[config.mk]
export PLATFORM = sky130hd
export DESIGN_NAME = seg_scan_decoder
export DESIGN_NICKNAME = d
export VERILOG_FILES = /design/src/rtl/seg_scan_decoder.sv
export SDC_FILE = /design/constraint.sdc
export NUM_CORES = 1
export LEC_CHECK = 0
export ABC_CLOCK_PERIOD_IN_PS = 2600
export BUFFER_PORTS_ARGS = -buffer_cell sky130_fd_sc_hd__buf_2
export CAP_MARGIN = 10
export CORE_UTILIZATION = 40
export DETAILED_ROUTE_END_ITERATION = 12
export REMOVE_ABC_BUFFERS = 1
export SETUP_SLACK_MARGIN = 0.15
export SYNTH_ARGS = -nofsm -noshare
export SYNTH_HDL_FRONTEND = slang
export SYNTH_SLANG_ARGS = --single-unit
[constraint.sdc]
create_clock -name iCLK -period 2.6 [get_ports iCLK]
set_clock_uncertainty 0.1 [all_clocks]
set_input_delay 0.13 -clock iCLK [delete_from_list [all_inputs] [get_ports iCLK]]
set_output_delay 0.13 -clock iCLK [all_outputs]
set_load 0.01 [all_outputs]
[src/rtl/seg_scan_decoder.sv]
// Recovers digit values from a multiplexed active-low 7-segment scan bus.
// A digit is accepted after STABLE_CNT identical consecutive samples; oVALID marks a complete frame.
module seg_scan_decoder #(
  parameter int unsigned NDIG       = 4,
  parameter int unsigned STABLE_CNT = 3
) (
  input  logic                iCLK,
  input  logic                iRST,
  input  logic [6:0]          iSEG,
  input  logic [NDIG-1:0]     iDIG,
  output logic [4*NDIG-1:0]   oBCD,
  output logic [NDIG-1:0]     oERR,
  output logic                oVALID
);

  localparam int unsigned IDX_W = (NDIG > 1) ? $clog2(NDIG) : 1;
  localparam int unsigned CNT_W = 5;
  // Run length saturates one above the commit point so a held sample never recommits
  localparam logic [CNT_W-1:0] HIT = CNT_W'(STABLE_CNT);
  localparam logic [CNT_W-1:0] SAT = CNT_W'(STABLE_CNT + 1);

  logic [CNT_W-1:0]  r_len;
  logic [IDX_W-1:0]  r_idx;
  logic [6:0]        r_seg;
  logic [NDIG-1:0]   r_mask;
  logic [4*NDIG-1:0] r_bcd;
  logic [NDIG-1:0]   r_err;
  logic              r_valid;

  logic [3:0]        w_nlow;
  logic [IDX_W-1:0]  w_idx;
  logic              w_valid;
  logic              w_same;
  logic [CNT_W-1:0]  w_len_next;
  logic              w_commit;
  logic [3:0]        w_dec;
  logic              w_bad;
  logic [NDIG-1:0]   w_mask_set;
  logic              w_frame;

  // Count low digit-select bits and remember which one is low
  always_comb begin
    w_nlow = 4'd0;
    w_idx  = '0;
    for (int k = 0; k < int'(NDIG); k++) begin
      if (!iDIG[k]) begin
        w_nlow = w_nlow + 4'd1;
        w_idx  = IDX_W'(k);
      end
    end
  end

  assign w_valid = (w_nlow == 4'd1);
  assign w_same  = (r_len != '0) && (w_idx == r_idx) && (iSEG == r_seg);

  always_comb begin
    w_len_next = '0;
    if (w_valid) begin
      if (w_same) w_len_next = (r_len == SAT) ? SAT : r_len + CNT_W'(1);
      else        w_len_next = CNT_W'(1);
    end
  end

  assign w_commit = w_valid && (w_len_next == HIT);

  always_comb begin
    w_dec = 4'hF;
    w_bad = 1'b0;
    case (iSEG)
      7'b1000000: w_dec = 4'd0;
      7'b1111001: w_dec = 4'd1;
      7'b0100100: w_dec = 4'd2;
      7'b0110000: w_dec = 4'd3;
      7'b0011001: w_dec = 4'd4;
      7'b0010010: w_dec = 4'd5;
      7'b0000010: w_dec = 4'd6;
      7'b1111000: w_dec = 4'd7;
      7'b0000000: w_dec = 4'd8;
      7'b0010000: w_dec = 4'd9;
      7'b1111111: w_dec = 4'hF;
      default:    w_bad = 1'b1;
    endcase
  end

  // With exactly one low select bit, ~iDIG is the one-hot mask of the sampled digit
  assign w_mask_set = r_mask | ~iDIG;
  assign w_frame    = w_commit && (&w_mask_set);

  always_ff @(posedge iCLK or posedge iRST) begin
    if (iRST) begin
      r_len   <= '0;
      r_idx   <= '0;
      r_seg   <= '1;
      r_mask  <= '0;
      r_bcd   <= '1;
      r_err   <= '0;
      r_valid <= 1'b0;
    end else begin
      r_len   <= w_len_next;
      r_valid <= w_frame;
      if (w_valid) begin
        r_idx <= w_idx;
        r_seg <= iSEG;
      end
      if (w_commit) begin
        r_mask <= w_frame ? '0 : w_mask_set;
        for (int k = 0; k < int'(NDIG); k++) begin
          if (w_idx == IDX_W'(k)) begin
            r_bcd[4*k +: 4] <= w_dec;
            r_err[k]        <= w_bad;
          end
        end
      end
    end
  end

  assign oBCD   = r_bcd;
  assign oERR   = r_err;
  assign oVALID = r_valid;

endmodule
==> results.toml <==
[sta]
rsz0062_at_grt = "yes"
relSlewSlack = 0.484
setup_viol = 0
fin_crit_sh = 0.915
fmax_mhz = 420
worst_slew_pin_slew_ns = 0.763
hold_viol = 0
drv_slew = 0
min_period_ns = 2.38

[drt]
via_count = 1728
drt_iter0_drc = 89
drc = 0
ant_nets = 0
avgRoutedWirePerCell_um = 13.8
drt-pass1-iter-count = 4
via_per_inst = 5.19
drt-total-wl_mm = 4.58

[setup_path]
crit_required_ns = 2.68
critPathCaptureType = "flip-flop"
arrival_ns = 2.46
crit_start = "iDIG[0]"
crit_type = "primary input to flip-flop"
regToRegSetupSlack_ns = 0.28
cp_max_fo = 5
reg2reg_depth = 7
cp-start-kind = "primary input"
cp-endpoint = "oERR[0]"
reg2reg_to = "oERR[0]"
r2r-start = "r_len[0]"

[hold_path]
min_path_type = "primary input to flip-flop"

[clocking]
cts.sinks = 39
root_buffer = "clkbuf_8"
clk_pin_slew_ns = 0.08
cts_buffers = 5
clockBufferDepth = 2
clock_latency_ns = 0.29
cts_tree = "built"
htreeDepth = 2

[placed_design]
numPortBuffers = 33
dp_cells = 321
hpwl_mm = 3.36
gp_congestion = 0.830
place_area_um2 = 2590

[floorplanning]
die-area_um2 = 5980
initial_utilization = 0.415
die_w_um = 77.3
io_pins = 34
core_area_um2 = 5470
die-height_um = 77.3
row_count = 27

[layout]
postLayoutCellArea_um2 = 2760
final_core_util = 0.505
register_area_um2 = 1000
multi_input_area_um2 = 1190
filler_cell_count = 527
drive_above_1_share = 0.452
fin_cells = 333
n_antenna_cell = 0
syn_to_final_growth_pct = 21.6
num-nets-final = 278

[yosys]
synthArstFlopShare = 1.00
synth_top_area_frac = 0.266
synth_area_leaders = "dfstp_2, dfrtp_1, mux2_2"
mappedNetlistArea_um2 = 2270
synth_top_area_cell = "dfstp_2"
synth-edff-count = 0
synth_warnings = 0
ys_ff_latch = 39
seq_area_frac_synth = 0.442
ys_types = 52
synth_ff_type = "dfstp_2"
postSynthAreaPerCell_um2 = 10.8
synthCells = 210

[global_routing]
grt_pass1_wl_mm = 8.09
grt_pass1_vias = 1688
grt_max_degree = 40
antenna_found_initial = 0
grt-ovfl-total = 0
grtUsageTotal = 0.172

[pwr]
power_per_cell_area_nw_per_um2 = 537
p_leak_nw = 1.31
power_mw = 1.48
ir_drop_v = 0.000365

[run]
max_cap_viol_count = 0

[run_status]
outcome = "finished, final reports clean"
==> area by class of cell <==
type | instances | area share
Clock inverter | 3 | 0.00725
Inverter | 9 | 0.0122
Tap cell | 72 | 0.0326
Sequential cell | 39 | 0.364
Clock buffer | 5 | 0.0249
Timing Repair Buffer | 56 | 0.127
Multi-Input combinational cell | 149 | 0.432
==> layer usage <==
metal  GRT usage  wire (µm)
met3      0.0365        171
met4      0.0566         64
met1       0.236       2150
met5           0          0
met2       0.270       2200
==> placed cells by master, fill, tap and decap left out, drive strengths merged, types with 2 or more instances in the layout <==
cell         count
buf             54
nand2           26
dfstp           23
mux2            21
nor2            18
dfrtp           16
inv              9
xor2             8
nand3            7
a21oi            7
nor4             7
a31oi            6
clkbuf           5
ha               5
nor3             4
xnor2            4
nand4            3
o21ai            3
nor3b            3
nor2b            2
a2111oi          2
and3b            2
or4              2
and3             2
clkinvlp         2
dlygate4sd3      2
==> state kept, by name, indices dropped and copies added, names as in the netlist <==
| name | flops |
|---|---|
| r_idx | 2 |
| r_len | 5 |
| oBCD | 16 |
| oVALID | 1 |
| r_seg | 7 |
| r_mask | 4 |
| oERR | 4 |
==> logic make-up (layout without fill, tap and decap cells) <==
group | count (synthesis) | count (layout) | share of synthesized area
simple gates | 82 | 82 | 0.218
xor+xnor | 12 | 12 | 0.0463
compound gates | 28 | 28 | 0.0986
flops | 39 | 39 | 0.442
mux | 22 | 22 | 0.117
fa+ha+maj | 5 | 5 | 0.0275
buf+inv | 22 | 73 | 0.0507
==> critical path: stages <==
cell	delay, ns
buf_2	0.11
buf_4	0.13
ha_1	0.19
a21oi_2	0.15
ha_2	0.21
xnor2_1	0.12
a31oi_1	0.13
o32a_4	0.36
or4_4	0.62
mux2_4	0.32
==> how the worst min path moves through the flow <==
stage             from       end  slack [ns]  cells after the start
6_report       iSEG[5]  r_seg[5]        0.02                      3
5_1_grt        iSEG[0]  r_seg[0]        0.02                      3
4_1_cts        iSEG[5]  r_seg[5]       0.009                      3
3_5_place_dp      iRST   oERR[0]        0.17                      3
3_3_place_gp      iRST   oERR[0]        0.17                      3
2_1_floorplan  iSEG[0]  r_seg[0]        0.12                      2
==> repair_timing <==
item                                    in CTS  in global routing
hold buffers                                 2                  0
gates resized for setup                      4                  6
hold endpoints to repair                    17                  0
pin swaps                                    1                  2
endpoints found under the setup margin      17                 17
buffers inserted                             0                  2
==> report_power, final <==
group / leakage [nW] / switching, mW / total, mW / internal (mW)
Clock: 0.0402 / 0.217 / 0.403 / 0.187
Combinational: 0.822 / 0.196 / 0.346 / 0.150
Sequential: 0.449 / 0.0441 / 0.734 / 0.690
Total: 1.31 / 0.457 / 1.48 / 1.03
==> cell usage after synthesis (2+ instances only) <==
| cell type | number |
|---|---|
| xor2_1 | 8 |
| buf_6 | 3 |
| and3_1 | 2 |
| nor2b_1 | 2 |
| xnor2_1 | 4 |
| ha_1 | 5 |
| dfrtp_1 | 16 |
| mux2_2 | 9 |
| a31oi_1 | 6 |
| mux2_1 | 7 |
| nor2_1 | 18 |
| nor4_4 | 3 |
| nor3b_2 | 2 |
| a21oi_1 | 7 |
| nor3_1 | 4 |
| dfstp_2 | 23 |
| inv_1 | 8 |
| o21ai_0 | 2 |
| nor4_1 | 3 |
| mux2_4 | 5 |
| a2111oi_0 | 2 |
| nand2_1 | 26 |
| clkbuf_1 | 4 |
| nand3_1 | 7 |
| and3b_1 | 2 |
| buf_2 | 5 |
| nand4_1 | 2 |
==> through the flow <==
step	setup TNS (ns)	hold slack, ns	setup WS (ns)
global route	0	0.0177	0.122
global placement	-3.32	0.168	-0.239
finish	0	0.0169	0.221
detailed placement	-4.29	0.169	-0.292
CTS	0	0.00932	0.156
floorplan	-0.883	0.118	-0.140
Power figures use the tool's default switching activity.
